## config.mk

```make
export PLATFORM = sky130hd
export DESIGN_NAME = fp_divide_iterative
export DESIGN_NICKNAME = d
export VERILOG_FILES = /design/src/rtl/fp_divide_iterative.sv
export SDC_FILE = /design/constraint.sdc
export NUM_CORES = 1
export LEC_CHECK = 0
export BUFFER_PORTS_ARGS = -buffer_cell sky130_fd_sc_hd__buf_4
export CAP_MARGIN = 5
export CORE_ASPECT_RATIO = 1.4
export CORE_UTILIZATION = 44
export DETAILED_ROUTE_END_ITERATION = 8
export PLACE_DENSITY_LB_ADDON = 0.1
export SLEW_MARGIN = 15
export SYNTH_ARGS = -nofsm -noshare
export SYNTH_HDL_FRONTEND = slang
export SYNTH_SLANG_ARGS = --single-unit
```

## constraint.sdc

```tcl
create_clock -name clk -period 7.2 [get_ports clk]
set_clock_uncertainty 0.05 [all_clocks]
set_input_delay 1.8 -clock clk [delete_from_list [all_inputs] [get_ports clk]]
set_output_delay 1.8 -clock clk [all_outputs]
set_load 0.005 [all_outputs]
```

## src/rtl/fp_divide_iterative.sv

```systemverilog
// IEEE-754 binary32 divider: radix-2 restoring division, one quotient bit per cycle,
// with ready/valid handshake and the ALU's special-case, flush-to-zero and rounding semantics.
module fp_divide_iterative #(
    parameter int QBITS = 26
) (
    input  logic        clk,
    input  logic        rst_n,
    input  logic        valid_data_in,
    output logic        ready,
    input  logic [31:0] in1,
    input  logic [31:0] in2,
    input  logic [2:0]  rounding_mode,
    output logic [31:0] out,
    output logic        overflow,
    output logic        underflow,
    output logic        inexact,
    output logic        invalid_operation,
    output logic        divide_by_zero,
    output logic        valid_data_out
);

    localparam logic [2:0] RM_RNE = 3'd0;
    localparam logic [2:0] RM_RTZ = 3'd1;
    localparam logic [2:0] RM_RDN = 3'd2;
    localparam logic [2:0] RM_RUP = 3'd3;
    localparam logic [2:0] RM_RMM = 3'd4;
    localparam int CW = $clog2(QBITS);

    typedef enum logic [1:0] {IDLE, SPECIAL, DIV, ROUND} state_t;

    typedef struct packed {
        logic [31:0] val;
        logic        ovf;
        logic        unf;
        logic        inx;
        logic        inv;
        logic        dbz;
    } res_t;

    // Denormal operands count as zero here; NaN/inf/zero resolved in priority order.
    function automatic res_t special_result(input logic [31:0] a, input logic [31:0] b);
        res_t res;
        logic s, a_zero, b_zero, a_inf, b_inf, a_nan, b_nan;
        res    = '0;
        s      = a[31] ^ b[31];
        a_zero = (a[30:23] == 8'h00);
        b_zero = (b[30:23] == 8'h00);
        a_inf  = (a[30:23] == 8'hFF) && (a[22:0] == 23'd0);
        b_inf  = (b[30:23] == 8'hFF) && (b[22:0] == 23'd0);
        a_nan  = (a[30:23] == 8'hFF) && (a[22:0] != 23'd0);
        b_nan  = (b[30:23] == 8'hFF) && (b[22:0] != 23'd0);
        res.unf = (a_zero && (a[22:0] != 23'd0)) || (b_zero && (b[22:0] != 23'd0));
        if (a_nan && a[22]) begin
            res.val = a;
        end else if (b_nan && b[22]) begin
            res.val = b;
        end else if (a_nan) begin
            res.val = a | 32'h0040_0000;
            res.inv = 1'b1;
        end else if (b_nan) begin
            res.val = b | 32'h0040_0000;
            res.inv = 1'b1;
        end else if ((a_zero && b_zero) || (a_inf && b_inf)) begin
            res.val = 32'h7FC0_0000;
            res.inv = 1'b1;
        end else if (a_inf) begin
            res.val = {s, 8'hFF, 23'd0};
        end else if (b_inf) begin
            res.val = {s, 31'd0};
        end else if (b_zero) begin
            res.val = {s, 8'hFF, 23'd0};
            res.dbz = 1'b1;
        end else begin
            res.val = {s, 31'd0};
        end
        return res;
    endfunction

    function automatic res_t round_result(input logic s, input logic signed [9:0] e,
                                          input logic [QBITS-1:0] q, input logic st,
                                          input logic [2:0] rm);
        res_t res;
        logic [22:0] m;
        logic g, rb, any, inc;
        logic [23:0] sum;
        logic signed [9:0] er;
        res = '0;
        m   = q[24:2];
        g   = q[1];
        rb  = q[0];
        any = g | rb | st;
        case (rm)
            RM_RTZ:  inc = 1'b0;
            RM_RDN:  inc = s & any;
            RM_RUP:  inc = ~s & any;
            RM_RMM:  inc = g;
            default: inc = g & (rb | st | m[0]);
        endcase
        sum = {1'b0, m} + {23'd0, inc};
        er  = e + (sum[23] ? 10'sd1 : 10'sd0);
        if (er > 10'sd254) begin
            res.ovf = 1'b1;
            res.inx = 1'b1;
            case (rm)
                RM_RTZ:  res.val = {s, 31'h7F7F_FFFF};
                RM_RDN:  res.val = s ? 32'hFF80_0000 : 32'h7F7F_FFFF;
                RM_RUP:  res.val = s ? 32'hFF7F_FFFF : 32'h7F80_0000;
                default: res.val = {s, 31'h7F80_0000};
            endcase
        end else if (er <= 10'sd0) begin
            res.val = {s, 31'd0};
            res.unf = 1'b1;
            res.inx = 1'b1;
        end else begin
            res.val = {s, er[7:0], sum[22:0]};
            res.inx = any;
        end
        return res;
    endfunction

    state_t state, state_nx;
    logic [CW-1:0] cnt;
    logic accept, is_special_in, lt_in, ge;
    logic [23:0] ma_in, mb_in;
    logic signed [9:0] exp_in;
    logic [24:0] r_diff;

    logic [31:0] a_r, b_r;
    logic [2:0]  rm_r;
    logic        sign_r;
    logic signed [9:0] exp_r;
    logic [23:0] mb_r;
    logic [24:0] r_r;
    logic [QBITS-1:0] q_r;
    res_t spec_res, rnd_res, res_r;

    assign ready  = (state == IDLE);
    assign accept = valid_data_in & ready;
    assign is_special_in = (in1[30:23] == 8'h00) || (in1[30:23] == 8'hFF) ||
                           (in2[30:23] == 8'h00) || (in2[30:23] == 8'hFF);
    assign ma_in  = {1'b1, in1[22:0]};
    assign mb_in  = {1'b1, in2[22:0]};
    assign lt_in  = ma_in < mb_in;
    // Pre-normalise so the first quotient bit is always 1.
    assign exp_in = $signed({2'b00, in1[30:23]}) - $signed({2'b00, in2[30:23]}) + 10'sd127
                    - (lt_in ? 10'sd1 : 10'sd0);
    assign ge     = r_r >= {1'b0, mb_r};
    assign r_diff = ge ? (r_r - {1'b0, mb_r}) : r_r;

    assign spec_res = special_result(a_r, b_r);
    assign rnd_res  = round_result(sign_r, exp_r, q_r, |r_r, rm_r);

    always_comb begin
        state_nx = state;
        case (state)
            IDLE:    if (accept) state_nx = is_special_in ? SPECIAL : DIV;
            SPECIAL: state_nx = IDLE;
            DIV:     if (cnt == CW'(QBITS - 1)) state_nx = ROUND;
            ROUND:   state_nx = IDLE;
            default: state_nx = IDLE;
        endcase
    end

    always_ff @(posedge clk or negedge rst_n) begin
        if (!rst_n) begin
            state          <= IDLE;
            cnt            <= '0;
            res_r          <= '0;
            valid_data_out <= 1'b0;
        end else begin
            state          <= state_nx;
            cnt            <= (state == DIV) ? cnt + CW'(1) : '0;
            valid_data_out <= 1'b0;
            if (state == SPECIAL) begin
                res_r          <= spec_res;
                valid_data_out <= 1'b1;
            end else if (state == ROUND) begin
                res_r          <= rnd_res;
                valid_data_out <= 1'b1;
            end
        end
    end

    // Operand and iteration registers carry no reset; they are always loaded on accept.
    always_ff @(posedge clk) begin
        if (accept) begin
            a_r    <= in1;
            b_r    <= in2;
            rm_r   <= rounding_mode;
            sign_r <= in1[31] ^ in2[31];
            mb_r   <= mb_in;
            r_r    <= lt_in ? {ma_in, 1'b0} : {1'b0, ma_in};
            exp_r  <= exp_in;
            q_r    <= '0;
        end else if (state == DIV) begin
            q_r <= {q_r[QBITS-2:0], ge};
            r_r <= {r_diff[23:0], 1'b0};
        end
    end

    assign out               = res_r.val;
    assign overflow          = res_r.ovf;
    assign underflow         = res_r.unf;
    assign inexact           = res_r.inx;
    assign invalid_operation = res_r.inv;
    assign divide_by_zero    = res_r.dbz;

endmodule

```

==> flow_summary_export.csv, run 1 <==
group,metric,value,unit
outcome,outcome,"finished, final reports clean",
power_and_ir_drop,p_leak,5.185,nW
synthesis,netlist_area,0.01080,mm2
route,drt-vias-per-instance,5.774,
final_layout,fillers,2318,
global_routing,grt_pass1_wl,46860,um
route,routed_wl,29410,um
timing,clock.fmax,204.1,MHz
clocking,hold_buffers,0,
synthesis,synth_area_leader_cell,"edfxtp_1",
synthesis,seq_area_frac_synth,43.71,%
synthesis,synth_edf_count,103,
synthesis,synth.area.mux_share,2.492,%
timing,layout_setup_ws,2.300,ns
final_layout,synthToLayoutAreaGrowth,14.28,%
final_layout,fin_cells,1512,
worst_setup_path,startpoint,"rm_r[2]",
timing,post-route-min-period,4.900,ns
synthesis,syn_avg_cell_area,9.842,um2
timing,setup_viol,0,
synthesis,synth_common_cells,"117 x nand2_1, 103 x edfxtp_1, 85 x nor2_1",
global_routing,grt_antenna_before_repair,0,
clocking,cts.sinks,173,
route,first_pass_iters,5,
worst_setup_path,crit_type,"reg2reg",
power_and_ir_drop,p_per_area,350.8,mW/mm2
clocking,postCtsSetupBuffers,0,
clocking,cts_buffers,17,
final_layout,drive_gt1_share,19.13,%
synthesis,syn_inst,1097,
synthesis,synth_most_common_cell,"nand2_1",
synthesis,synth_nets,1238,
route,postRouteAntennaNets,0,
power_and_ir_drop,irDropWorstVdd,0.1999,mV
placement,io_buffers,108,
die,fp.dieW,134.4,um
global_routing,overflow,0,
worst_setup_path,critPathLaunchType,"flop",
route,drtIter0Drc,483,
min_path,hold_start,"q_r[3]",
synthesis,synthSimpleGateAreaFrac,18.66,%
placement,dp.cells,1480,
placement,dpl_cell_area,0.01182,mm2
die,die_area,0.02518,mm2
worst_setup_path,cp_max_fo,25,
global_routing,grt_max_degree,66,
timing,worst_pin_slew,1.135,ns
final_layout,final_area,0.01234,mm2
clocking,cts_tree,"yes",
final_layout,antenna_cells,0,
die,row_count,67,
timing,hold_viol_final,0,
synthesis,synth-seq-cells,173,
clocking,clkLatencyLatePin,0.44,ns
final_layout,fin_nets,1330,
worst_setup_path,cp.arrival,5.15,ns
worst_setup_path,cp-end-kind,"flop",
die,io_pins,109,
route,vias,8731,
worst_setup_path,r2r_start,"rm_r[2]",
synthesis,async_flop_share,26.01,%
synthesis,synth_area_leaders,"edfxtp_1 29%, dfrtp_1 10%, ha_1 7.9%",
placement,gp_congestion,0.8865,
die,fp.dieH,187.3,um
synthesis,synth_fa_ha_area_share,8.437,%
clocking,cts_resized,0,
clocking,cts.reportedPaths.clkPinSlew,0.07,ns
synthesis,synth_top_family_by_area,"simple AND/OR/NAND/NOR gates",
die,core,0.02398,mm2
synthesis,synth_compound_area_share,16.48,%
global_routing,grt_use_total,24.58,%
route,wl_per_cell,19.45,um
timing,rsz0062_at_grt,"no",
timing,slew_headroom,24.11,%
final_layout,fin_util,51.46,%
run,max-cap-violations,0,
placement,dp_slack,1.889,ns
timing,drv_slew,0,
clocking,h-tree-depth,4,
power_and_ir_drop,p_total,4.328,mW
synthesis,synth_top_flop_cell,"edfxtp_1",
synthesis,ys_types,85,
synthesis,yosysWarnings,0,
route,drc_errors,0,
worst_setup_path,required,7.45,ns
synthesis,synth_top_area_share,28.65,%
die,start_util,45.03,%
timing,period_share,68.06,%
global_routing,grt_pass1_vias,8730,
timing,hold_ws,0.4230,ns
clocking,clk_path_buf_depth,2,
timing,timing.setup.tns,0,ns
clocking,root_buffer,"clkbuf_16",
min_path,hold_path.class,"reg2reg",
synthesis,synth_xor_area_share,5.018,%
placement,dp_hpwl,22190,um
## kinds of logic after synthesis
group	count (synthesis)
adder cells (fa/ha/maj)	71
AO/OA/AOI/OAI	247
buffers and inverters	126
AND/OR/NAND/NOR	394
multiplexers	25
XOR/XNOR	61
flip-flops	173
## worst paths after layout
kind	endpoint	slack, ns	cells past startpoint
min in group asynchronous	out[25]	1.31	1
min	q_r[4]	0.42	2
max in group asynchronous	out[6]	5.36	1
max	out[0]	2.30	18
min reg2reg	q_r[4]	0.42	2
max reg2reg	out[0]	2.30	18
## critical path, cell delays in order (launching register included)
cell and delay [ns]:
edfxtp_1 0.45, and3b_1 0.22, ha_1 0.27, nand3b_1 0.08, a22oi_1 0.18, ha_1 0.21, and2_1 0.26, nand4_1 0.18
nor4_1 0.56, ha_1 0.29, ha_1 0.27, xnor2_1 0.14, nand2_1 0.06, o41ai_1 0.51, a41oi_2 0.25, nor2b_2 0.21
buf_4 0.26, a21oi_1 0.20, nor3_1 0.07
## cells in the final DEF (no fill, tap or decap), types with 10 or more instances in the layout
cell | synthesis | final
nor3_2 | 21 | 21
mux2i_1 | 10 | 10
a21oi_2 | 20 | 20
buf_4 | 4 | 117
a21o_1 | 12 | 12
dfrtp_1 | 45 | 45
a21oi_1 | 49 | 49
edfxtp_1 | 103 | 103
dfxtp_1 | 25 | 25
nor3_1 | 18 | 18
or3_1 | 13 | 13
nand3_1 | 44 | 44
ha_1 | 68 | 68
clkbuf_16 | 0 | 17
nor2_1 | 85 | 85
xor2_1 | 20 | 20
xnor2_1 | 40 | 40
a31oi_1 | 23 | 23
nand2_1 | 117 | 116
nor4_1 | 28 | 28
o21ai_0 | 34 | 34
nand4_1 | 23 | 23
a221oi_1 | 22 | 22
inv_1 | 81 | 81
mux2_2 | 15 | 15
## layout make-up
cell class / instances / area (um2) / share of cell area (%)
Timing Repair Buffer: 117 / 878.3 / 7.119
Sequential cell: 173 / 4720 / 38.25
Clock inverter: 12 / 86.33 / 0.6997
Tap cell: 310 / 387.9 / 3.144
Inverter: 82 / 309.0 / 2.505
Multi-Input combinational cell: 798 / 5520 / 44.74
Clock buffer: 20 / 436.7 / 3.539
## sequential cells by signal, indices dropped and copies added (netlist names)
signal	cells
a_r	32
b_r	32
cnt	5
divide_by_zero	1
exp_r	10
inexact	1
invalid_operation	1
out	32
overflow	1
q_r	25
r_r	25
rm_r	3
sign_r	1
state	2
underflow	1
valid_data_out	1
## report_power, final
part,switching (mW),internal [mW]
logic,0.982,0.793
clock network,0.409,0.445
registers,0.275,1.42
## per-layer routing
metal / global-route usage (%) / share of wire, %
met5: 0 / 0
met4: 13.22 / 4.7
met3: 4.201 / 4.0
met2: 42.71 / 51
met1: 28.56 / 40
Power figures use the tool's default switching activity.
==> run 2, diff against run 1 <==
Clock period 7.2 ns to 4.95 ns, I/O delays scaled along.
==> run 2 against run 1 <==
  * Combinational power grew 48%
  * Power grew 50%
  * Utilization grew 0.54 points
  * Critical path depth grew 1
  * Sequential share of layout area shrank 0.40 points
  * Largest cell class unchanged
  * Die area is the same
  * Critical path type unchanged
  * Largest power group unchanged
==> flow_summary_export.csv, run 2 (synthesis gave the netlist of run 1 again) <==
group,metric,value,unit
worst_setup_path,cp.arrival,4.91,ns
worst_setup_path,path_cells,"nor4_1 -> nand3_1 -> nor2_1 -> a22oi_1 -> ha_1 -> and2_1 -> nand4_1 -> nor4_1 -> buf_4 -> ha_1 -> ha_1 -> xor2_1 -> and4_1 -> a31oi_1 -> o31ai_4 -> a31o_4 -> buf_4 -> a21oi_2 -> nor3_2",
clocking,cts.sinks,173,
power_and_ir_drop,irDropWorstVdd,0.2867,mV
final_layout,antenna_cells,0,
clocking,cts_buffers,17,
timing,clock.fmax,217.2,MHz
worst_setup_path,required,5.26,ns
worst_setup_path,cpMaxStageDelayCell,"edfxtp_1",
power_and_ir_drop,p_per_area,519.1,mW/mm2
clocking,cts_resized,0,
clocking,root_buffer,"clkbuf_16",
worst_setup_path,max_stage_delay,0.46,ns
route,routed_wl,30250,um
route,postRouteAntennaNets,0,
outcome,outcome,"finished, final reports clean",
final_layout,synthToLayoutAreaGrowth,15.47,%
global_routing,grt_max_degree,47,
route,vias,8789,
power_and_ir_drop,internal_power,4.020,mW
die,row_count,67,
die,io_pins,109,
global_routing,grt_use_total,24.91,%
timing,post-route-min-period,4.605,ns
placement,dp_hpwl,23000,um
final_layout,drive_gt1_share,19.69,%
power_and_ir_drop,p_leak,5.242,nW
global_routing,grt_antenna_before_repair,0,
power_and_ir_drop,sw_frac_of_total,37.89,%
final_layout,fin_cells,1519,
timing,period_share,93.02,%
die,fp.dieH,187.3,um
route,drtIter0Drc,455,
power_and_ir_drop,p_comb_share,40.8,%
run,max-cap-violations,0,
die,die_area,0.02518,mm2
worst_setup_path,crit_path_frequent_cell,"ha_1",
clocking,h-tree-depth,4,
clocking,cts_tree,"yes",
clocking,hold_buffers,0,
timing,timing.setup.tns,0,ns
placement,dp.cells,1487,
die,fp.dieW,134.4,um
timing,drv_slew,0,
power_and_ir_drop,power.clock.fraction,21.1,%
worst_setup_path,cp_top_family,"simple AND/OR/NAND/NOR gates",
route,wl_per_cell,19.92,um
global_routing,grt_pass1_vias,8799,
timing,worst_pin_slew,1.103,ns
power_and_ir_drop,p_switching,2.452,mW
global_routing,overflow,0,
timing,hold_viol_final,0,
clocking,clk_path_buf_depth,2,
min_path,hold_path.class,"reg2reg",
route,drc_errors,0,
placement,io_buffers,108,
final_layout,fin_nets,1337,
worst_setup_path,cp-end-kind,"flop",
global_routing,grt_pass1_wl,47710,um
timing,rsz0062_at_grt,"no",
placement,dp_slack,0.2096,ns
clocking,cts.reportedPaths.clkPinSlew,0.07,ns
clocking,postCtsSetupBuffers,0,
die,core,0.02398,mm2
worst_setup_path,cp_max_fo,12,
route,drt-vias-per-instance,5.786,
timing,layout_setup_ws,0.3453,ns
worst_setup_path,critPathLaunchType,"flop",
final_layout,layout_common_cells,"123 x buf_4, 116 x nand2_1, 103 x edfxtp_1",
final_layout,final_common_cell,"buf_4",
route,first_pass_iters,4,
worst_setup_path,worst-path-buf-inv,2,
die,start_util,45.03,%
placement,gp_congestion,0.8672,
clocking,clkLatencyLatePin,0.44,ns
power_and_ir_drop,seqPwrFrac,38.1,%
timing,slew_headroom,26.21,%
worst_setup_path,crit_type,"reg2reg",
timing,setup_viol,0,
==> run 2: cell count changes in the layout (fill, tap and decap cells not counted), moves of 2 or more <==
cell	delta
buf_4	+6
bufinv_16	+3
inv_6	-3
clkinvlp_2	+2
inv_4	-2
==> run 2: worst min-delay path: cells and delay by family (launching register included) <==
| family | cells | cell delay [ns] |
|---|---|---|
| AO/OA/AOI/OAI | 1 | 0.06 |
| flip-flops | 1 | 0.31 |
| AND/OR/NAND/NOR | 1 | 0.06 |
==> run 2: worst paths after layout <==
kind	startpoint	slack, ns	depth (start not counted)	end
worst max register to register	r_r[18]	0.35	19	out[18]
worst min-delay path	q_r[14]	0.43	2	q_r[14]
max in group asynchronous	rst_n	3.65	1	out[6]
min in group asynchronous	rst_n	0.77	1	underflow
worst max-delay path	r_r[18]	0.35	19	out[18]
worst min register to register	q_r[14]	0.43	2	q_r[14]
==> run 2: stage by stage <==
step	cell area (um2)	power (mW)	hold WS, ns	utilization [%]
detailed placement	11880	5.125	0.4210	49.55
global route	12470	6.918	0.4604	52.00
global placement	11880	5.100	0.4054	49.55
finish	12470	6.472	0.4329	52.00
floorplan	10800	4.277	0.3939	-
CTS	12460	6.497	0.4349	51.98
==> run 2: power groups by stage <==
stage          clock (mW)  sequential (mW)  combinational (mW)
2_1_floorplan           0             2.36                1.91
3_3_place_gp            0             2.47                2.63
3_5_place_dp            0             2.48                2.64
4_1_cts              1.38             2.46                2.65
5_1_grt              1.45             2.52                2.95
6_report             1.37             2.46                2.64
==> run 2: layout make-up <==
class | count | area, um2
fill | 2290 | 11510
multi-input combinational | 798 | 5525
sequential | 173 | 4720
timing repair buffer | 124 | 943.4
clock buffer | 19 | 432.9
tap | 310 | 387.9
inverter | 82 | 309.0
clock inverter | 13 | 148.9
==> run 2: routing by layer <==
layer	GRT usage, %	wire [um]	vias up
met5	0	0	-
met4	12.88	1357	0
met3	4.526	1279	67
met2	43.28	15230	233
met1	28.97	12380	4253
li1	-	-	4236
